[src/rtl/i2d_core_defines.sv]
// rtl/i2d_core_defines.sv - shared i2d core types: instruction layout, opcodes, EX state, helpers
// Contents: opcode_t, instr_t, ex_state_t, FLUSH_NOP_TAG / FLUSH_NOP_INSTR, is_alu_op().
package i2d_core_defines;

    typedef enum logic [5:0] {
        OPCODE_NOP  = 6'd0,
        OPCODE_ADD,
        OPCODE_ADDC,
        OPCODE_SUB,
        OPCODE_SUBC,
        OPCODE_MUL,
        OPCODE_DIV,
        OPCODE_AND,
        OPCODE_OR,
        OPCODE_NOT,
        OPCODE_LSL,
        OPCODE_LSR,
        OPCODE_ASL,
        OPCODE_ASR,
        OPCODE_MOV,
        OPCODE_LD,
        OPCODE_ST,
        OPCODE_JMP
    } opcode_t;

    typedef struct packed {
        opcode_t     opcode;
        logic [4:0]  regd_cond;
        logic [4:0]  rega;
        logic [4:0]  regb;
        logic [10:0] imm;
    } instr_t;

    typedef enum logic {
        RUN    = 1'b0,
        LDWAIT = 1'b1
    } ex_state_t;

    // Payload of the NOP inserted by a flush; distinguishes it from a reset/bubble NOP.
    localparam logic [25:0] FLUSH_NOP_TAG   = 26'(1);
    localparam logic [31:0] FLUSH_NOP_INSTR = {6'(OPCODE_NOP), FLUSH_NOP_TAG};

    function automatic logic is_alu_op(input opcode_t op);
        case (op)
            OPCODE_ADD, OPCODE_ADDC, OPCODE_SUB, OPCODE_SUBC, OPCODE_MUL,
            OPCODE_DIV, OPCODE_AND, OPCODE_OR, OPCODE_NOT, OPCODE_LSL,
            OPCODE_LSR, OPCODE_ASL, OPCODE_ASR: return 1'b1;
            default: return 1'b0;
        endcase
    endfunction

endpackage

[src/rtl/core_ex_ldwait.sv]
// rtl/core_ex_ldwait.sv - load-wait FSM with timeout counter and one-entry response buffer
// Ports: clk, rst (async, active-high); start (LD captured), halt, abort (unhalted flush);
//        mau_valid/mau_data (load response); busy (in LDWAIT), mau_req, ld_done/ld_data
//        (writeback this cycle), ld_timeout (one-cycle abort pulse).
module core_ex_ldwait
    import i2d_core_defines::*;
#(
    parameter int XLEN         = 32,
    parameter int MAU_MAX_WAIT = 16
) (
    input  logic            clk,
    input  logic            rst,
    input  logic            start,
    input  logic            halt,
    input  logic            abort,
    input  logic            mau_valid,
    input  logic [XLEN-1:0] mau_data,
    output logic            busy,
    output logic            mau_req,
    output logic            ld_done,
    output logic [XLEN-1:0] ld_data,
    output logic            ld_timeout
);

    localparam int CW = $clog2(MAU_MAX_WAIT);

    ex_state_t       state_q, state_d;
    logic [CW-1:0]   cnt_q, cnt_d;
    logic            buf_full_q, buf_full_d;
    logic [XLEN-1:0] buf_data_q, buf_data_d;

    assign busy    = (state_q == LDWAIT);
    assign mau_req = (state_q == LDWAIT);

    always_comb begin
        state_d    = state_q;
        cnt_d      = cnt_q;
        buf_full_d = buf_full_q;
        buf_data_d = buf_data_q;
        ld_done    = 1'b0;
        ld_data    = '0;
        ld_timeout = 1'b0;

        if (state_q == LDWAIT) begin
            if (halt) begin
                // Response arriving while frozen is parked; counter holds.
                if (mau_valid && !buf_full_q) begin
                    buf_full_d = 1'b1;
                    buf_data_d = mau_data;
                end
            end else if (abort) begin
                state_d    = RUN;
                buf_full_d = 1'b0;
            end else if (buf_full_q) begin
                ld_done    = 1'b1;
                ld_data    = buf_data_q;
                buf_full_d = 1'b0;
                state_d    = RUN;
            end else if (mau_valid) begin
                ld_done = 1'b1;
                ld_data = mau_data;
                state_d = RUN;
            end else if (cnt_q == CW'(MAU_MAX_WAIT - 1)) begin
                ld_timeout = 1'b1;
                state_d    = RUN;
            end else begin
                cnt_d = cnt_q + CW'(1);
            end
        end

        // A new LD may be captured in the same cycle the previous one completes.
        if (start) begin
            state_d    = LDWAIT;
            cnt_d      = '0;
            buf_full_d = 1'b0;
        end
    end

    always_ff @(posedge clk or posedge rst) begin
        if (rst) begin
            state_q    <= RUN;
            cnt_q      <= '0;
            buf_full_q <= 1'b0;
            buf_data_q <= '0;
        end else begin
            state_q    <= state_d;
            cnt_q      <= cnt_d;
            buf_full_q <= buf_full_d;
            buf_data_q <= buf_data_d;
        end
    end

endmodule

[src/rtl/core_ex_wb.sv]
// rtl/core_ex_wb.sv - i2d execute/writeback stage: occupant register, writeback select, load wait
// Ports: clk, rst (async, active-high); id_valid/id_ready/id_instr/id_pc from ID; ex_halt, flush;
//        alu_result, rega_data; mau_req/mau_valid/mau_data load interface; ex_instr/ex_pc/ex_valid
//        occupant; wb/wb_addr/wb_data register-file write; ld_timeout pulse.
// Option CORE_EX_FWD_EN: adds fwd_valid/fwd_addr/fwd_data, a registered copy of the writeback.
module core_ex_wb
    import i2d_core_defines::*;
#(
    parameter int XLEN         = 32,
    parameter int RAW          = 4,
    parameter int MAU_MAX_WAIT = 16
) (
    input  logic            clk,
    input  logic            rst,
    input  logic            id_valid,
    output logic            id_ready,
    input  instr_t          id_instr,
    input  logic [XLEN-1:0] id_pc,
    input  logic            ex_halt,
    input  logic            flush,
    input  logic [XLEN-1:0] alu_result,
    input  logic [XLEN-1:0] rega_data,
    output logic            mau_req,
    input  logic            mau_valid,
    input  logic [XLEN-1:0] mau_data,
    output instr_t          ex_instr,
    output logic [XLEN-1:0] ex_pc,
    output logic            ex_valid,
    output logic            wb,
    output logic [RAW-1:0]  wb_addr,
    output logic [XLEN-1:0] wb_data,
`ifdef CORE_EX_FWD_EN
    output logic            fwd_valid,
    output logic [RAW-1:0]  fwd_addr,
    output logic [XLEN-1:0] fwd_data,
`endif
    output logic            ld_timeout
);

    instr_t          instr_q, instr_d;
    logic [XLEN-1:0] pc_q, pc_d;
    logic            valid_q, valid_d;
    logic            flush_pend_q, flush_pend_d;

    logic            flush_eff;
    logic            capture;
    logic            start_ld;
    logic            ld_busy;
    logic            ld_done;
    logic [XLEN-1:0] ld_data;

    // A flush requested during halt takes effect in the first unhalted cycle.
    assign flush_eff = !ex_halt && (flush || flush_pend_q);
    assign id_ready  = !ex_halt && (!ld_busy || ld_done);
    // Flush overrides capture: the ID-side instruction is squashed along with the occupant.
    assign capture   = id_ready && !flush_eff;
    assign start_ld  = capture && id_valid && (id_instr.opcode == OPCODE_LD);

    core_ex_ldwait #(
        .XLEN         (XLEN),
        .MAU_MAX_WAIT (MAU_MAX_WAIT)
    ) u_ldwait (
        .clk        (clk),
        .rst        (rst),
        .start      (start_ld),
        .halt       (ex_halt),
        .abort      (flush_eff),
        .mau_valid  (mau_valid),
        .mau_data   (mau_data),
        .busy       (ld_busy),
        .mau_req    (mau_req),
        .ld_done    (ld_done),
        .ld_data    (ld_data),
        .ld_timeout (ld_timeout)
    );

    // In RUN the occupant is replaced every unhalted cycle, so its first unhalted
    // cycle is also its last: writeback here fires exactly once.
    always_comb begin
        wb      = 1'b0;
        wb_data = '0;
        if (!ex_halt && !flush_eff) begin
            if (ld_done) begin
                wb      = 1'b1;
                wb_data = ld_data;
            end else if (!ld_busy && valid_q) begin
                if (is_alu_op(instr_q.opcode)) begin
                    wb      = 1'b1;
                    wb_data = alu_result;
                end else if (instr_q.opcode == OPCODE_MOV) begin
                    wb      = 1'b1;
                    wb_data = rega_data;
                end
            end
        end
        wb_addr = wb ? instr_q.regd_cond[RAW-1:0] : '0;
    end

    always_comb begin
        instr_d      = instr_q;
        pc_d         = pc_q;
        valid_d      = valid_q;
        flush_pend_d = flush_pend_q;
        if (ex_halt) begin
            if (flush) flush_pend_d = 1'b1;
        end else if (flush_eff) begin
            instr_d      = instr_t'(FLUSH_NOP_INSTR);
            valid_d      = 1'b0;
            flush_pend_d = 1'b0;
        end else if (capture) begin
            if (id_valid) begin
                instr_d = id_instr;
                pc_d    = id_pc;
                valid_d = 1'b1;
            end else begin
                instr_d = '0;
                pc_d    = '0;
                valid_d = 1'b0;
            end
        end
    end

    always_ff @(posedge clk or posedge rst) begin
        if (rst) begin
            instr_q      <= '0;
            pc_q         <= '0;
            valid_q      <= 1'b0;
            flush_pend_q <= 1'b0;
        end else begin
            instr_q      <= instr_d;
            pc_q         <= pc_d;
            valid_q      <= valid_d;
            flush_pend_q <= flush_pend_d;
        end
    end

    assign ex_instr = instr_q;
    assign ex_pc    = pc_q;
    assign ex_valid = valid_q;

`ifdef CORE_EX_FWD_EN
    logic            fwd_valid_q, fwd_valid_d;
    logic [RAW-1:0]  fwd_addr_q, fwd_addr_d;
    logic [XLEN-1:0] fwd_data_q, fwd_data_d;

    always_comb begin
        fwd_valid_d = wb;
        fwd_addr_d  = wb_addr;
        fwd_data_d  = wb_data;
    end

    always_ff @(posedge clk or posedge rst) begin
        if (rst) begin
            fwd_valid_q <= 1'b0;
            fwd_addr_q  <= '0;
            fwd_data_q  <= '0;
        end else begin
            fwd_valid_q <= fwd_valid_d;
            fwd_addr_q  <= fwd_addr_d;
            fwd_data_q  <= fwd_data_d;
        end
    end

    assign fwd_valid = fwd_valid_q;
    assign fwd_addr  = fwd_addr_q;
    assign fwd_data  = fwd_data_q;
`endif

endmodule

[config.mk]
export PLATFORM = sky130hd
export DESIGN_NAME = core_ex_wb
export DESIGN_NICKNAME = d
export VERILOG_FILES = /design/src/rtl/i2d_core_defines.sv /design/src/rtl/core_ex_ldwait.sv /design/src/rtl/core_ex_wb.sv
export SDC_FILE = /design/constraint.sdc
export NUM_CORES = 1
export LEC_CHECK = 0
export CELL_PAD_IN_SITES_DETAIL_PLACEMENT = 0
export CELL_PAD_IN_SITES_GLOBAL_PLACEMENT = 2
export CORE_ASPECT_RATIO = 2
export CORE_UTILIZATION = 24
export DETAILED_ROUTE_END_ITERATION = 6
export PLACE_DENSITY_LB_ADDON = 0.25
export SETUP_SLACK_MARGIN = 0.5
export SLEW_MARGIN = 20
export SYNTH_ARGS = -nofsm -noshare
export SYNTH_HDL_FRONTEND = slang
export SYNTH_SLANG_ARGS = --single-unit
[constraint.sdc]
create_clock -name clk -period 8.24 [get_ports clk]
set_input_delay 0.824 -clock clk [delete_from_list [all_inputs] [get_ports clk]]
set_output_delay 0.824 -clock clk [all_outputs]
set_load 0.01 [all_outputs]
# Word-level counts from Yosys, hierarchy flattened
# Memories as Yosys holds them, arrays and structs flattened.
# Cells that the tools add are included.
dict set report totals {
  romBits 16
  input_bits 166
  ff_bits 104
  mem_count 1
}
dict set report classes {
  add_sub_neg 1
  eq_ne 10
  muxes 59
  n_reduce_logical 24
  bitwise_logic 2
}
# name depth word_bits rd rd_clocked_by_memory_dff write_ports line
set mem_list {}
lappend mem_list {{(no name shown)} 16 1 1 0 0 i2d_core_defines.sv:44} ;# case (op)
# operator count
set op_table {}
lappend op_table {{$mux 32} 14}
lappend op_table {{$mux 1} 37}
lappend op_table {{$mux 4} 8}
lappend op_table {{$eq 6x4->1 const B} 2}
lappend op_table {{$logic_and 1x1->1} 8}
lappend op_table {{$ne 2x1->1 const B} 4}
lappend op_table {{$reduce_and 2->1} 3}
lappend op_table {{$reduce_and 3->1} 2}
lappend op_table {{$reduce_and 6->1} 1}
lappend op_table {{$reduce_bool 2->1} 3}
lappend op_table {{$add 4x1->4 const B} 1}
lappend op_table {{$eq 4x4->1 const B} 1}
lappend op_table {{$logic_not 1->1} 4}
lappend op_table {{$ne 2x2->1 const B} 2}
lappend op_table {{$ne 3x1->1 const B} 1}
lappend op_table {{$logic_not 2->1} 1}
lappend op_table {{$logic_or 1x1->1} 2}
lappend op_table {{$not 1->1} 2}

# Depth between registers and ports, before layout
dict set report depth {
  depth_word 12
  ltp_mapped 7
}

# Hierarchy
# From an unflattened synthesis, not the netlist that was laid out.
dict set report hier_totals {
  cells_unflattened 603
  hier_area_um2 5741.8
}
# module area_per_inst_um2 cells_each n_inst
set by_module_without_submodules {}
lappend by_module_without_submodules {core_ex_wb 3701.0 403 1}
lappend by_module_without_submodules {core_ex_ldwait 2040.7 200 1}

# Worst setup path before layout
# No wires, ideal clock.
dict set report synth_path {
  path_type {input to output}
  start {in ex_halt}
  end {out wb_data[10]}
  t_required_ns 7.416
  path_buffers 2
  slack_ns 5.408
  path_stages 6
  t_arrival_ns 2.008
  path_cell_list {nor3_2 -> and3_1 -> buf_2 -> buf_2 -> a221oi_1 -> nor3_1}
}
dict set report synth_via {
  elab_chain_len 7
}
# item line
set synth_lines {}
lappend synth_lines {{start: declaration} core_ex_wb.sv:19} ;# input logic ex_halt,
lappend synth_lines {{$logic_not 1->1} {core_ex_wb.sv:53, core_ex_wb.sv:82}}
lappend synth_lines {{$logic_and 1x1->1} core_ex_wb.sv:53} ;# assign flush_eff = !ex_halt && (flush || flush_pend_q);
lappend synth_lines {{$mux 32 or $mux 1 (tied branches)} core_ex_ldwait.sv:51} ;# end else if (abort) begin
lappend synth_lines {{$mux 32 or $mux 1 (tied branches)} core_ex_ldwait.sv:45} ;# if (halt) begin
lappend synth_lines {{$mux 32 or $mux 1 (tied branches)} core_ex_ldwait.sv:44} ;# if (state_q == LDWAIT) begin
lappend synth_lines {{$mux 32} core_ex_wb.sv:83} ;# if (ld_done) begin
lappend synth_lines {{$mux 32 (*)} core_ex_wb.sv:82} ;# if (!ex_halt && !flush_eff) begin
lappend synth_lines {{end: declaration} core_ex_wb.sv:31} ;# output logic [XLEN-1:0] wb_data,
# Every way passes the cells marked *; elsewhere a longest branch is shown, timed or not.

# Final worst setup path
dict set report layout_path {
  start {in ex_halt}
  end {out wb_data[18]}
}
# Same word-level chain as after synthesis.

==> impl_metrics.toml <==
[status]
status = "finished, final reports clean"

[worst_setup_path]
slowest_delay_ns = 0.59
crit_top_cell = "sky130_fd_sc_hd__clkdlybuf4s50_1"
regToRegEndpoint = "ex_pc[28]$_DFFE_PP0P_"
cp-start-kind = "input port"
reg2reg_setup_slack_ns = 5.53
critical_path_arrival_ns = 3.68
critical_path_peak_fanout = 12
worstPathRequired_ns = 7.42
path_class = "input port to primary output"
timing.reg2reg.worst_path_depth = 3
cp_cell_sequence = "clkdlybuf4s50_1 -> nor3_2 -> nand3_1 -> and2_1 -> nor3_1 -> clkdlybuf4s50_1"
beginning_of_the_worst_register_to_register_path = "u_ldwait.busy$_DFF_PP0_"
critical-path-slowest-cell = "sky130_fd_sc_hd__clkdlybuf4s50_1"
cp-end-kind = "primary output"

[clocking]
clk_path_buf_depth = 2
cts.htree.levels = 3
clock-root-buffer = "sky130_fd_sc_hd__clkbuf_16"
cts.hold.buffers_added = 0
numCtsBuffers = 9
clock_insertion_delay_worst_skew_ns = 0.35
post-cts-setup-buffer-count = 0
cts.reportedPaths.clkPinSlew_ns = 0.07
clk_sink_count = 104
tritoncts = "built"
postCtsResizedCells = 0

[yosys]
synthesis.nets = 749
postSynthRegisterBits = 104
synthesis.area_um2 = 5418
synth_area_leaders = "sky130_fd_sc_hd__dfrtp_1 (48%), sky130_fd_sc_hd__a22o_1 (8.7%), sky130_fd_sc_hd__o21ai_0 (5.6%), sky130_fd_sc_hd__nand2_1 (5.1%), sky130_fd_sc_hd__and3_1 (4.7%)"
ys_warns = 0
yosys.cell_types.count = 44
count_of_mapped_cells_out_of_synthesis = 582
syn-mean-instance-area_um2 = 9.309
synth_sequential_area_ratio_pct = 48.04
netlist.area_leader.share_pct = 48.04
yosys.area.top_type = "sky130_fd_sc_hd__dfrtp_1"

[sta]
postLayoutSetupSlackWorst_ns = 3.738
finalHoldViolations = 0
grt_setup_unrepaired = "false"
finalSetupTns_ns = 0
fin_worst_skew_ns = 0.008640
setup_violations = 0
fmax_ghz = 0.2221
layout_min_cycle_time_ns = 4.502
slew_viol_final = 0
slew_headroom_pct = 29.75
post-route-period-util_pct = 54.64
worst-slew-pin-transition_ns = 1.054

[placement]
port_buffers = 270
place.gp.congestion = 0.7762
place.detailed.hpwl_um = 15160
dp_cells = 1078
post_dp_cell_area_um2 = 8290
preCtsSetupSlack_ns = 3.720

[layout]
final_cells = 1096
final_design_area_no_fill_um2 = 8593
drive_gt1_share_pct = 4.768
finish.utilization_pct = 38.78
area_growth_synth_to_finish_pct = 58.61
fillers = 2295
fin_nets = 980

[die]
die_width_um = 108.2
core_region_area_um2 = 22160
std_cell_rows = 77
design.die.area_um2 = 23220
die_h_um = 214.5
top_level_ports = 271
initial_core_utilization_pct = 24.45

[routing]
remaining_drc_errors = 0
wire_length_per_cell_um = 19.04
detail_route.wirelength_um = 20870
avgViaCountPerCell = 4.997
detail_route.iter0.violations = 285
route.antenna.remaining_nets = 0
drt_first_pass_iters = 7
vias = 5477

[global_routing]
first_global_vias = 5713
globalRouteOverflowTotal = 0
grt_max_degree = 77
antenna_found_initial = 2
global_route_usage_sum_pct = 18.06
grt_first_pass_wirelength_um = 31840

[min_path]
hold-path-endpoint = "ex_pc[4]$_DFFE_PP0P_"
hold_path.startpoint = "ex_pc[4]$_DFFE_PP0P_"
holdCritPathClass = "flop to flop"
hold_path_depth = 2

[power]
total_power_per_unit_cell_area_nw_per_um2 = 149.1
static-leakage-power_uw = 0.003547
vdd_ir_drop_max_mv = 0.09326

[run]
drv.max_cap_violation_count = 0
-- layout by cell type, fill, tap and decap left out, types with 3 or more instances in the layout --
| cell | count |
|---|---|
| sky130_fd_sc_hd__nand4_1 | 3 |
| sky130_fd_sc_hd__dfrtp_1 | 103 |
| sky130_fd_sc_hd__a22o_1 | 54 |
| sky130_fd_sc_hd__a222oi_1 | 23 |
| sky130_fd_sc_hd__a21oi_1 | 34 |
| sky130_fd_sc_hd__clkdlybuf4s50_1 | 270 |
| sky130_fd_sc_hd__nor2_1 | 29 |
| sky130_fd_sc_hd__nand2_1 | 71 |
| sky130_fd_sc_hd__o21ai_0 | 61 |
| sky130_fd_sc_hd__nor3_1 | 11 |
| sky130_fd_sc_hd__or3_1 | 3 |
| sky130_fd_sc_hd__buf_4 | 8 |
| sky130_fd_sc_hd__nand3_1 | 3 |
| sky130_fd_sc_hd__nand2b_1 | 32 |
| sky130_fd_sc_hd__clkbuf_16 | 9 |
| sky130_fd_sc_hd__and3_1 | 40 |
| sky130_fd_sc_hd__a221oi_1 | 17 |
| sky130_fd_sc_hd__clkinvlp_4 | 3 |
| sky130_fd_sc_hd__o21ai_1 | 7 |
-- power by group --
part           internal (uW)  total (uW)  switching, uW
registers                540         559           19.0
clock network            236         436            200
logic                    161         286            125
-- area by class of cell --
type / instances / area (um^2) / area share [%]
inverter: 2 / 10.01 / 0.1165
tap: 276 / 345.3 / 4.019
clock buffer: 11 / 232.7 / 2.708
clock inverter: 5 / 57.56 / 0.6698
multi-input combinational: 418 / 2576 / 29.98
timing repair buffer: 278 / 2763 / 32.15
antenna: 2 / 5.005 / 0.05824
sequential: 104 / 2604 / 30.30
-- per-layer routing --
layer	wire (um)	track usage [%]	part of all wire (%)
met4	410	7.032	2.0
met1	7434	18.37	36
met5	0	0	0
met2	11940	35.01	57
met3	1081	3.100	5.2
-- cell families (layout without fill, tap and decap cells) --
logic type                 after synthesis  in the layout  share of synthesized area (%)
buffers and inverters                   60            296                          4.942
other                                    0              2                              0
AOI/OAI and AO/OA                      201            201                          25.91
DFF                                    104            104                          48.04
adders and majority gates                1              1                         0.2309
xor gates and xnor gates                 3              3                         0.4851
and+or+nand+nor                        213            213                          20.39
-- sequential cells by signal, summed over array words and instances (netlist names) --
register	count
ex_instr	32
ex_pc	32
ex_valid	1
flush_pend_q	1
u_ldwait.buf_data_q	32
u_ldwait.buf_full_q	1
u_ldwait.busy	1
u_ldwait.cnt_q	4
-- cells in the mapped netlist --
cell type,instances
sky130_fd_sc_hd__dfrtp_1,104
sky130_fd_sc_hd__nand2_1,73
sky130_fd_sc_hd__o21ai_0,61
sky130_fd_sc_hd__a22o_1,54
sky130_fd_sc_hd__and3_1,41
sky130_fd_sc_hd__clkbuf_1,39
sky130_fd_sc_hd__a21oi_1,34
sky130_fd_sc_hd__nand2b_1,32
sky130_fd_sc_hd__nor2_1,29
sky130_fd_sc_hd__a222oi_1,23
sky130_fd_sc_hd__a221oi_1,17
sky130_fd_sc_hd__nor3_1,11
sky130_fd_sc_hd__buf_2,10
sky130_fd_sc_hd__o21ai_1,7
sky130_fd_sc_hd__buf_1,4
sky130_fd_sc_hd__buf_6,3
sky130_fd_sc_hd__nand3_1,3
sky130_fd_sc_hd__nand4_1,3
sky130_fd_sc_hd__nor2b_1,3
sky130_fd_sc_hd__or3_1,3
sky130_fd_sc_hd__buf_4,2
sky130_fd_sc_hd__inv_1,2
sky130_fd_sc_hd__nor2_2,2
sky130_fd_sc_hd__xor2_1,2
sky130_fd_sc_hd__a211o_1,1
sky130_fd_sc_hd__a211oi_1,1
sky130_fd_sc_hd__a21o_1,1
sky130_fd_sc_hd__a32oi_1,1
sky130_fd_sc_hd__and2_1,1
sky130_fd_sc_hd__and3b_1,1
sky130_fd_sc_hd__ha_1,1
sky130_fd_sc_hd__nand3b_1,1
sky130_fd_sc_hd__nand4b_1,1
sky130_fd_sc_hd__nor3_2,1
sky130_fd_sc_hd__nor3_4,1
sky130_fd_sc_hd__nor3b_2,1
sky130_fd_sc_hd__nor4_1,1
sky130_fd_sc_hd__nor4_2,1
sky130_fd_sc_hd__nor4b_1,1
sky130_fd_sc_hd__o221ai_1,1
sky130_fd_sc_hd__or2_1,1
sky130_fd_sc_hd__or3b_1,1
sky130_fd_sc_hd__or4b_4,1
sky130_fd_sc_hd__xnor2_1,1
-- worst max-delay path by stage --
stage	slack [ns]	to	depth (start not counted)	from
6_report	3.74	wb_data[18]	6	ex_halt
5_1_grt	3.50	wb_data[3]	6	ex_halt
2_1_floorplan	4.68	ex_instr[0]$_DFFE_PP0P_	1	rst
3_3_place_gp	3.88	wb_data[16]	6	ex_halt
4_1_cts	3.72	wb_data[24]	5	u_ldwait.busy$_DFF_PP0_
3_5_place_dp	3.72	wb_data[18]	6	ex_halt
-- per-stage QoR --
step | total power (uW) | hold slack, ns
floorplan | 676.0 | 0.4820
global placement | 855.8 | 0.4630
CTS | 1305 | 0.4873
finish | 1281 | 0.4794
global route | 1345 | 0.5077
detailed placement | 859.4 | 0.4701
-- critical path, delay by kind of cell --
family | cells | cell delay [ns]
buf+inv | 2 | 1.17
simple gates | 4 | 1.67
No activity file was read; power rests on OpenSTA's default activity.
